--- src/rtl/gf_au_pkg.sv ---
// rtl/gf_au_pkg.sv - operation encodings and controller states for the GF(p) arithmetic unit
package gf_au_pkg;

    localparam logic [1:0] OP_ADD  = 2'd0;
    localparam logic [1:0] OP_SUB  = 2'd1;
    localparam logic [1:0] OP_MULT = 2'd2;
    localparam logic [1:0] OP_DIV  = 2'd3;

    typedef enum logic [2:0] {
        IDLE,
        ADDSUB,
        MULT,
        INV,
        DONE
    } state_t;

endpackage

--- src/rtl/gf_modmul.sv ---
// rtl/gf_modmul.sv - sequential MSB-first shift-and-add modular multiplier, one bit per cycle
module gf_modmul #(
    parameter int SIZE = 32
) (
    input  logic            i_clk,
    input  logic            i_rst,
    input  logic            start,
    input  logic [SIZE-1:0] a,
    input  logic [SIZE-1:0] b,
    input  logic [SIZE-1:0] p,
    output logic [SIZE-1:0] product,
    output logic            done
);

    localparam int CW = $clog2(SIZE + 1);

    logic [SIZE-1:0] a_q;
    logic [SIZE-1:0] b_q;
    logic [SIZE-1:0] p_q;
    logic [SIZE-1:0] r_q;
    logic [CW-1:0]   cnt;
    logic            busy;

    logic [SIZE:0]   p_ext;
    logic [SIZE:0]   dbl;
    logic [SIZE:0]   dbl_red;
    logic [SIZE:0]   sum;
    logic [SIZE-1:0] r_next;

    // r < p < 2^(SIZE-1), so both 2r and 2r mod p + a fit in SIZE+1 bits
    always_comb begin
        p_ext   = {1'b0, p_q};
        dbl     = {r_q, 1'b0};
        dbl_red = (dbl >= p_ext) ? dbl - p_ext : dbl;
        sum     = dbl_red + {1'b0, a_q};
        r_next  = b_q[SIZE-1] ? SIZE'((sum >= p_ext) ? sum - p_ext : sum)
                              : SIZE'(dbl_red);
    end

    always_ff @(posedge i_clk or negedge i_rst) begin
        if (!i_rst) begin
            a_q  <= '0;
            b_q  <= '0;
            p_q  <= '0;
            r_q  <= '0;
            cnt  <= '0;
            busy <= 1'b0;
            done <= 1'b0;
        end else begin
            done <= 1'b0;
            if (start) begin
                a_q  <= a;
                b_q  <= b;
                p_q  <= p;
                r_q  <= '0;
                cnt  <= CW'(SIZE);
                busy <= 1'b1;
            end else if (busy) begin
                r_q <= r_next;
                b_q <= b_q << 1;
                cnt <= cnt - CW'(1);
                if (cnt == CW'(1)) begin
                    busy <= 1'b0;
                    done <= 1'b1;
                end
            end
        end
    end

    assign product = r_q;

endmodule

--- src/rtl/gf_au.sv ---
// rtl/gf_au.sv - GF(p) add/sub/mult/div unit with binary extended Euclid inversion
module gf_au
    import gf_au_pkg::*;
#(
    parameter int SIZE = 32
) (
    input  logic            i_clk,
    input  logic            i_rst,
    input  logic [SIZE-1:0] in_0,
    input  logic [SIZE-1:0] in_1,
    input  logic [SIZE-1:0] prime,
    input  logic [1:0]      operation_select,
    input  logic            done_from_control,
    output logic [SIZE-1:0] result,
    output logic            done_to_control,
    output logic            done_add,
    output logic            done_sub,
    output logic            done_mult,
    output logic            done_div
);

    state_t          state;
    logic            dfc_q;
    logic [1:0]      op_q;
    logic [SIZE-1:0] a_q;
    logic [SIZE-1:0] b_q;
    logic [SIZE-1:0] p_q;
    logic [SIZE-1:0] u;
    logic [SIZE-1:0] v;
    logic [SIZE-1:0] x1;
    logic [SIZE-1:0] x2;

    function automatic logic [SIZE-1:0] add_mod(input logic [SIZE-1:0] x,
                                                 input logic [SIZE-1:0] y,
                                                 input logic [SIZE-1:0] m);
        logic [SIZE:0] s;
        s = {1'b0, x} + {1'b0, y};
        return SIZE'((s >= {1'b0, m}) ? s - {1'b0, m} : s);
    endfunction

    function automatic logic [SIZE-1:0] sub_mod(input logic [SIZE-1:0] x,
                                                 input logic [SIZE-1:0] y,
                                                 input logic [SIZE-1:0] m);
        return (x >= y) ? x - y : SIZE'({1'b0, x} + {1'b0, m} - {1'b0, y});
    endfunction

    // x/2 mod p: an odd x is made even by adding the (odd) modulus first
    function automatic logic [SIZE-1:0] half_mod(input logic [SIZE-1:0] x,
                                                  input logic [SIZE-1:0] m);
        logic [SIZE:0] t;
        t = x[0] ? {1'b0, x} + {1'b0, m} : {1'b0, x};
        return SIZE'(t >> 1);
    endfunction

    logic            start;
    logic [SIZE-1:0] addsub_res;
    logic [SIZE-1:0] u_n;
    logic [SIZE-1:0] v_n;
    logic [SIZE-1:0] x1_n;
    logic [SIZE-1:0] x2_n;
    logic            inv_done;
    logic [SIZE-1:0] inv;

    logic            mm_start;
    logic [SIZE-1:0] mm_a;
    logic [SIZE-1:0] mm_b;
    logic [SIZE-1:0] mm_p;
    logic [SIZE-1:0] mm_product;
    logic            mm_done;

    assign start      = (state == IDLE) && done_from_control && !dfc_q;
    assign addsub_res = (op_q == OP_SUB) ? sub_mod(a_q, b_q, p_q) : add_mod(a_q, b_q, p_q);
    assign inv_done   = (u == SIZE'(1)) || (v == SIZE'(1));
    assign inv        = (u == SIZE'(1)) ? x1 : x2;

    // Subtracting two odd values always yields an even one, so the halving is fused into the same step
    always_comb begin
        u_n  = u;
        v_n  = v;
        x1_n = x1;
        x2_n = x2;
        if (!u[0]) begin
            u_n  = u >> 1;
            x1_n = half_mod(x1, p_q);
        end else if (!v[0]) begin
            v_n  = v >> 1;
            x2_n = half_mod(x2, p_q);
        end else if (u >= v) begin
            u_n  = (u - v) >> 1;
            x1_n = half_mod(sub_mod(x1, x2, p_q), p_q);
        end else begin
            v_n  = (v - u) >> 1;
            x2_n = half_mod(sub_mod(x2, x1, p_q), p_q);
        end
    end

    // The multiplier starts straight from the inputs for mult, or from the inverse once Euclid finishes
    always_comb begin
        mm_start = ((state == IDLE) && start && (operation_select == OP_MULT)) ||
                   ((state == INV) && inv_done);
        mm_a     = (state == IDLE) ? in_0  : a_q;
        mm_b     = (state == IDLE) ? in_1  : inv;
        mm_p     = (state == IDLE) ? prime : p_q;
    end

    gf_modmul #(
        .SIZE (SIZE)
    ) u_modmul (
        .i_clk   (i_clk),
        .i_rst   (i_rst),
        .start   (mm_start),
        .a       (mm_a),
        .b       (mm_b),
        .p       (mm_p),
        .product (mm_product),
        .done    (mm_done)
    );

    always_ff @(posedge i_clk or negedge i_rst) begin
        if (!i_rst) begin
            state           <= IDLE;
            dfc_q           <= 1'b0;
            op_q            <= '0;
            a_q             <= '0;
            b_q             <= '0;
            p_q             <= '0;
            u               <= '0;
            v               <= '0;
            x1              <= '0;
            x2              <= '0;
            result          <= '0;
            done_to_control <= 1'b0;
            done_add        <= 1'b0;
            done_sub        <= 1'b0;
            done_mult       <= 1'b0;
            done_div        <= 1'b0;
        end else begin
            dfc_q           <= done_from_control;
            done_to_control <= 1'b0;
            done_add        <= 1'b0;
            done_sub        <= 1'b0;
            done_mult       <= 1'b0;
            done_div        <= 1'b0;
            case (state)
                IDLE: begin
                    if (start) begin
                        a_q  <= in_0;
                        b_q  <= in_1;
                        p_q  <= prime;
                        op_q <= operation_select;
                        case (operation_select)
                            OP_ADD, OP_SUB: state <= ADDSUB;
                            OP_MULT:        state <= MULT;
                            default: begin
                                if (in_1 == '0) begin
                                    result          <= '0;
                                    done_to_control <= 1'b1;
                                    done_div        <= 1'b1;
                                    state           <= DONE;
                                end else begin
                                    u     <= in_1;
                                    v     <= prime;
                                    x1    <= SIZE'(1);
                                    x2    <= '0;
                                    state <= INV;
                                end
                            end
                        endcase
                    end
                end
                ADDSUB: begin
                    result          <= addsub_res;
                    done_to_control <= 1'b1;
                    done_add        <= (op_q == OP_ADD);
                    done_sub        <= (op_q == OP_SUB);
                    state           <= DONE;
                end
                INV: begin
                    if (inv_done) begin
                        state <= MULT;
                    end else begin
                        u  <= u_n;
                        v  <= v_n;
                        x1 <= x1_n;
                        x2 <= x2_n;
                    end
                end
                MULT: begin
                    if (mm_done) begin
                        result          <= mm_product;
                        done_to_control <= 1'b1;
                        done_mult       <= (op_q == OP_MULT);
                        done_div        <= (op_q == OP_DIV);
                        state           <= DONE;
                    end
                end
                DONE:    state <= IDLE;
                default: state <= IDLE;
            endcase
        end
    end

endmodule

--- config.mk ---
export PLATFORM = sky130hd
export DESIGN_NAME = gf_au
export DESIGN_NICKNAME = d
export VERILOG_FILES = /design/src/rtl/gf_au_pkg.sv /design/src/rtl/gf_modmul.sv /design/src/rtl/gf_au.sv
export SDC_FILE = /design/constraint.sdc
export NUM_CORES = 2
export LEC_CHECK = 0
export BUFFER_PORTS_ARGS = -buffer_cell sky130_fd_sc_hd__buf_2
export CAP_MARGIN = 20
export CELL_PAD_IN_SITES_DETAIL_PLACEMENT = 1
export CELL_PAD_IN_SITES_GLOBAL_PLACEMENT = 2
export CORE_ASPECT_RATIO = 0.8
export CORE_MARGIN = 1.5
export CORE_UTILIZATION = 35
export CTS_BUF_LIST = sky130_fd_sc_hd__clkbuf_4 sky130_fd_sc_hd__clkbuf_8 sky130_fd_sc_hd__clkbuf_16
export DETAILED_ROUTE_END_ITERATION = 12
export GPL_TIMING_DRIVEN = 1
export HOLD_SLACK_MARGIN = 0.03
export PLACE_DENSITY = 0.78
export SYNTH_ARGS = -nofsm -noshare
export SYNTH_HDL_FRONTEND = slang
export SYNTH_SLANG_ARGS = --single-unit
--- constraint.sdc ---
create_clock -name i_clk -period 7.7 [get_ports i_clk]
set_clock_uncertainty 0.2 [all_clocks]
set_input_delay 1.54 -clock i_clk [delete_from_list [all_inputs] [get_ports i_clk]]
set_output_delay 1.54 -clock i_clk [all_outputs]
set_load 0.05 [all_outputs]
==> flow_summary.toml <==
[status]
status = "complete, no violations"

[routing]
routed_wirelength_um = 278600
dr.pass1.iters = 6
vias_per_cell = 6.214
vias = 56280
drt_iter0_drc = 5922
drc = 0
ant_nets = 0
wl_per_cell_um = 30.76

[synth]
async_flop_share_pct = 100.0
synth-edff-count = 0
syn-num-nets = 7376
synth_top_family_by_area = "compound AO/OA/AOI/OAI gates"
synth_fa_ha_area_share_pct = 15.23
synth-xor-area-share_pct = 7.559
syn_inst = 6686
ys_warn_count = 0
syn_area_um2 = 50700
synth_seq_cells = 403
yosysSeqAreaShare_pct = 19.89
synth_cell_types = 96
synth_compound_area_share_pct = 31.29
yosys_most_used_dff = "dfrtp_1"
yosys.area_share.simple_pct = 16.88
avgSynthCellArea_um2 = 7.583
synth_mux_area_share_pct = 3.043

[grt]
grt_pass1_wl_um = 395800
grt_max_degree = 196
grt_use_total_pct = 36.55
antenna_found_initial = 28
use_met2_pct = 50.60
overflow = 0
grt_use_met1_pct = 54.33
grt_use_met3_pct = 8.854
first_global_vias = 54660
grt_busiest_layer = "met1"

[critical_path]
cp-start-kind = "flop"
cp_max_fo = 9
arrival_ns = 8.04
critical-path-max-stage-delay_ns = 0.44
crit_path_end_kind = "flop"
slowest_stage = "or4_4"
critPathRequiredTime_ns = 8.08
crit_family = "simple AND/OR/NAND/NOR gates"
worstSetupPathType = "flop to flop"
critPathBufInv = 6

[finish]
ff_latch_area_um2 = 10100
multi_input_area_um2 = 38380
fill_cells = 17600
design_area_um2 = 59830
final_cells = 9058
fin_nets = 7795
drive_gt1_share_pct = 14.62
syn_to_final_growth_pct = 18.01

[floorplan]
ios = 138
die_w_um = 428.5
dieHeight_um = 343.4
row_count = 124
fp.coreArea_um2 = 143400
start_util_pct = 35.37
dieArea_um2 = 147200

[flow_run]
drv_cap = 0

[place]
hpwl_um = 225600
dpl_cell_area_um2 = 56700
portBuffers = 137
dp.cells = 8907
place_congestion = 1.028

[sta]
finalMaxSlewViolations = 0
layout_min_cycle_time_ns = 7.666
max_slew_margin_pct = 14.33
hold_viol = 0
setup_viol = 0
fin_tns_setup_ns = 0
tightest_slew_ns = 1.279
grt_setup_unrepaired = "yes"
max_freq_mhz = 130.4
finalCritPeriodShare_pct = 99.56

[cts]
insertion_delay_ns = 0.73
numCtsBuffers = 56
cts_tree = "done"
clock-sinks = 403
path_clk_slew_ns = 0.06
clock_path_buffers = 3
h-tree-depth = 2
cts_root_buf = "clkbuf_16"

[min_path]
hp-class = "flop to flop"
## flip-flops by register name (all words and copies together), names as in the netlist, 2 cells and up
signal and count:
a_q 32, b_q 32, op_q 2, p_q 32, result 32, state 3
u 32, u_modmul.a_q 32, u_modmul.b_q 32, u_modmul.cnt 6, u_modmul.p_q 32, u_modmul.product 32
v 32, x1 32, x2 32
## Yosys cell counts (all sizes together), types with 19 or more instances
library cell    n  area, µm²
clkbuf        283       1064
xnor2         291       2549
a31o           20      175.2
nand4          85      538.0
nor2b          60      375.4
o21ai         524       2623
o31ai          64      490.5
a31oi         143      894.6
or3            43      269.0
a2111oi        25      239.0
nor4           46      287.8
nand3         136      680.7
and3           50      312.8
nor3          131      655.6
o22ai          50      312.8
o221ai         28      245.2
or2            23      143.9
mux2i         117       1171
a21boi         19      142.6
inv           474       1779
a21o          257       1929
nand2b         64      400.4
nand2         609       2288
ha            542       6782
o211ai        102      770.7
dfrtp         403      10080
o21a           91      683.2
o21bai        104      780.8
nor2          509       1913
a211oi        143       1074
a221oi         32      280.3
xor2          144       1261
a211o          28      245.2
buf            50      254.0
fa             47      940.9
a21oi         627       3138
mux2           33      371.6
and2           28      175.2
## path summary, 6_finish.rpt
| path | from | to | slack, ns | depth (start not counted) |
|---|---|---|---|---|
| worst max-delay path | u_modmul.p_q[8] | u_modmul.product[5] | 0.03 | 34 |
| worst min-delay path | u_modmul.b_q[0] | u_modmul.b_q[0] | 0.31 | 2 |
| worst max register to register | u_modmul.p_q[8] | u_modmul.product[5] | 0.03 | 34 |
| worst min register to register | u_modmul.b_q[0] | u_modmul.b_q[0] | 0.31 | 2 |
| max in group asynchronous | i_rst | b_q[8] | 5.47 | 2 |
| min in group asynchronous | i_rst | u_modmul.a_q[4] | 0.57 | 1 |
## kinds of logic after synthesis
group,Yosys count
adders and majority gates,589
xor gates and xnor gates,436
buffers and inverters,808
and+or+nand+nor,1846
muxes,150
DFF,403
AOI/OAI and AO/OA,2454
## worst min-delay path, delay by kind of cell (launching register included)
family           cells  cell delay (ns)
AND/OR/NAND/NOR      1             0.06
flip-flops           1             0.34
AO/OA/AOI/OAI        1             0.07
## per-stage QoR
stage	hold slack (ns)	setup slack (ns)	utilization (%)
floorplan	0.2454	0.02307	-
global placement	0.2884	-0.3797	39.55
detailed placement	0.2973	-0.6261	39.55
global route	0.3417	-0.1874	41.71
CTS	0.3107	-0.03400	41.12
finish	0.3063	0.03363	41.73
## cell type report
type / instances / share of cell area, %
diodes: 18 / 0.07529
repair buffers: 694 / 8.606
flip-flops and latches: 403 / 16.87
multi-input cells: 5475 / 64.16
clock inverters: 31 / 0.7089
inverters: 475 / 2.980
clock buffers: 72 / 2.648
well taps: 1890 / 3.952
## placed cells by master, fill, tap and decap left out, drive strengths merged, types with 50 or more instances in the layout
master,Yosys,routed
nand4,85,85
nor2b,60,60
nand2b,64,64
o31ai,64,64
nand2,609,609
o21ai,524,524
o22ai,50,50
dfrtp,403,403
buf,50,691
a211oi,143,143
a31oi,143,143
o211ai,102,102
clkbuf,283,75
xor2,144,144
and3,50,50
ha,542,542
o21a,91,91
xnor2,291,291
nor3,131,131
mux2i,117,117
a21oi,627,627
nor2,509,509
a21o,257,257
nand3,136,136
o21bai,104,104
inv,474,476
## per-layer routing
layer | vias up | routed length, µm
met5 | - | 241
met2 | 2247 | 109500
li1 | 25260 | -
met4 | 26 | 10170
met1 | 28360 | 132800
met3 | 385 | 25950
## timing repair
action                                 in CTS  in global routing
pin swaps                                  18                 91
cloned                                      1                  2
setup endpoints to repair                  38                 46
hold buffers                                0                  0
endpoints found under the hold margin       0                  0
resized for setup                          44                135
buffers inserted                            7                 20
Power is left out: the tool's default activity adds up to more than one toggle a clock period on the data nets, which glitch-free logic cannot reach.
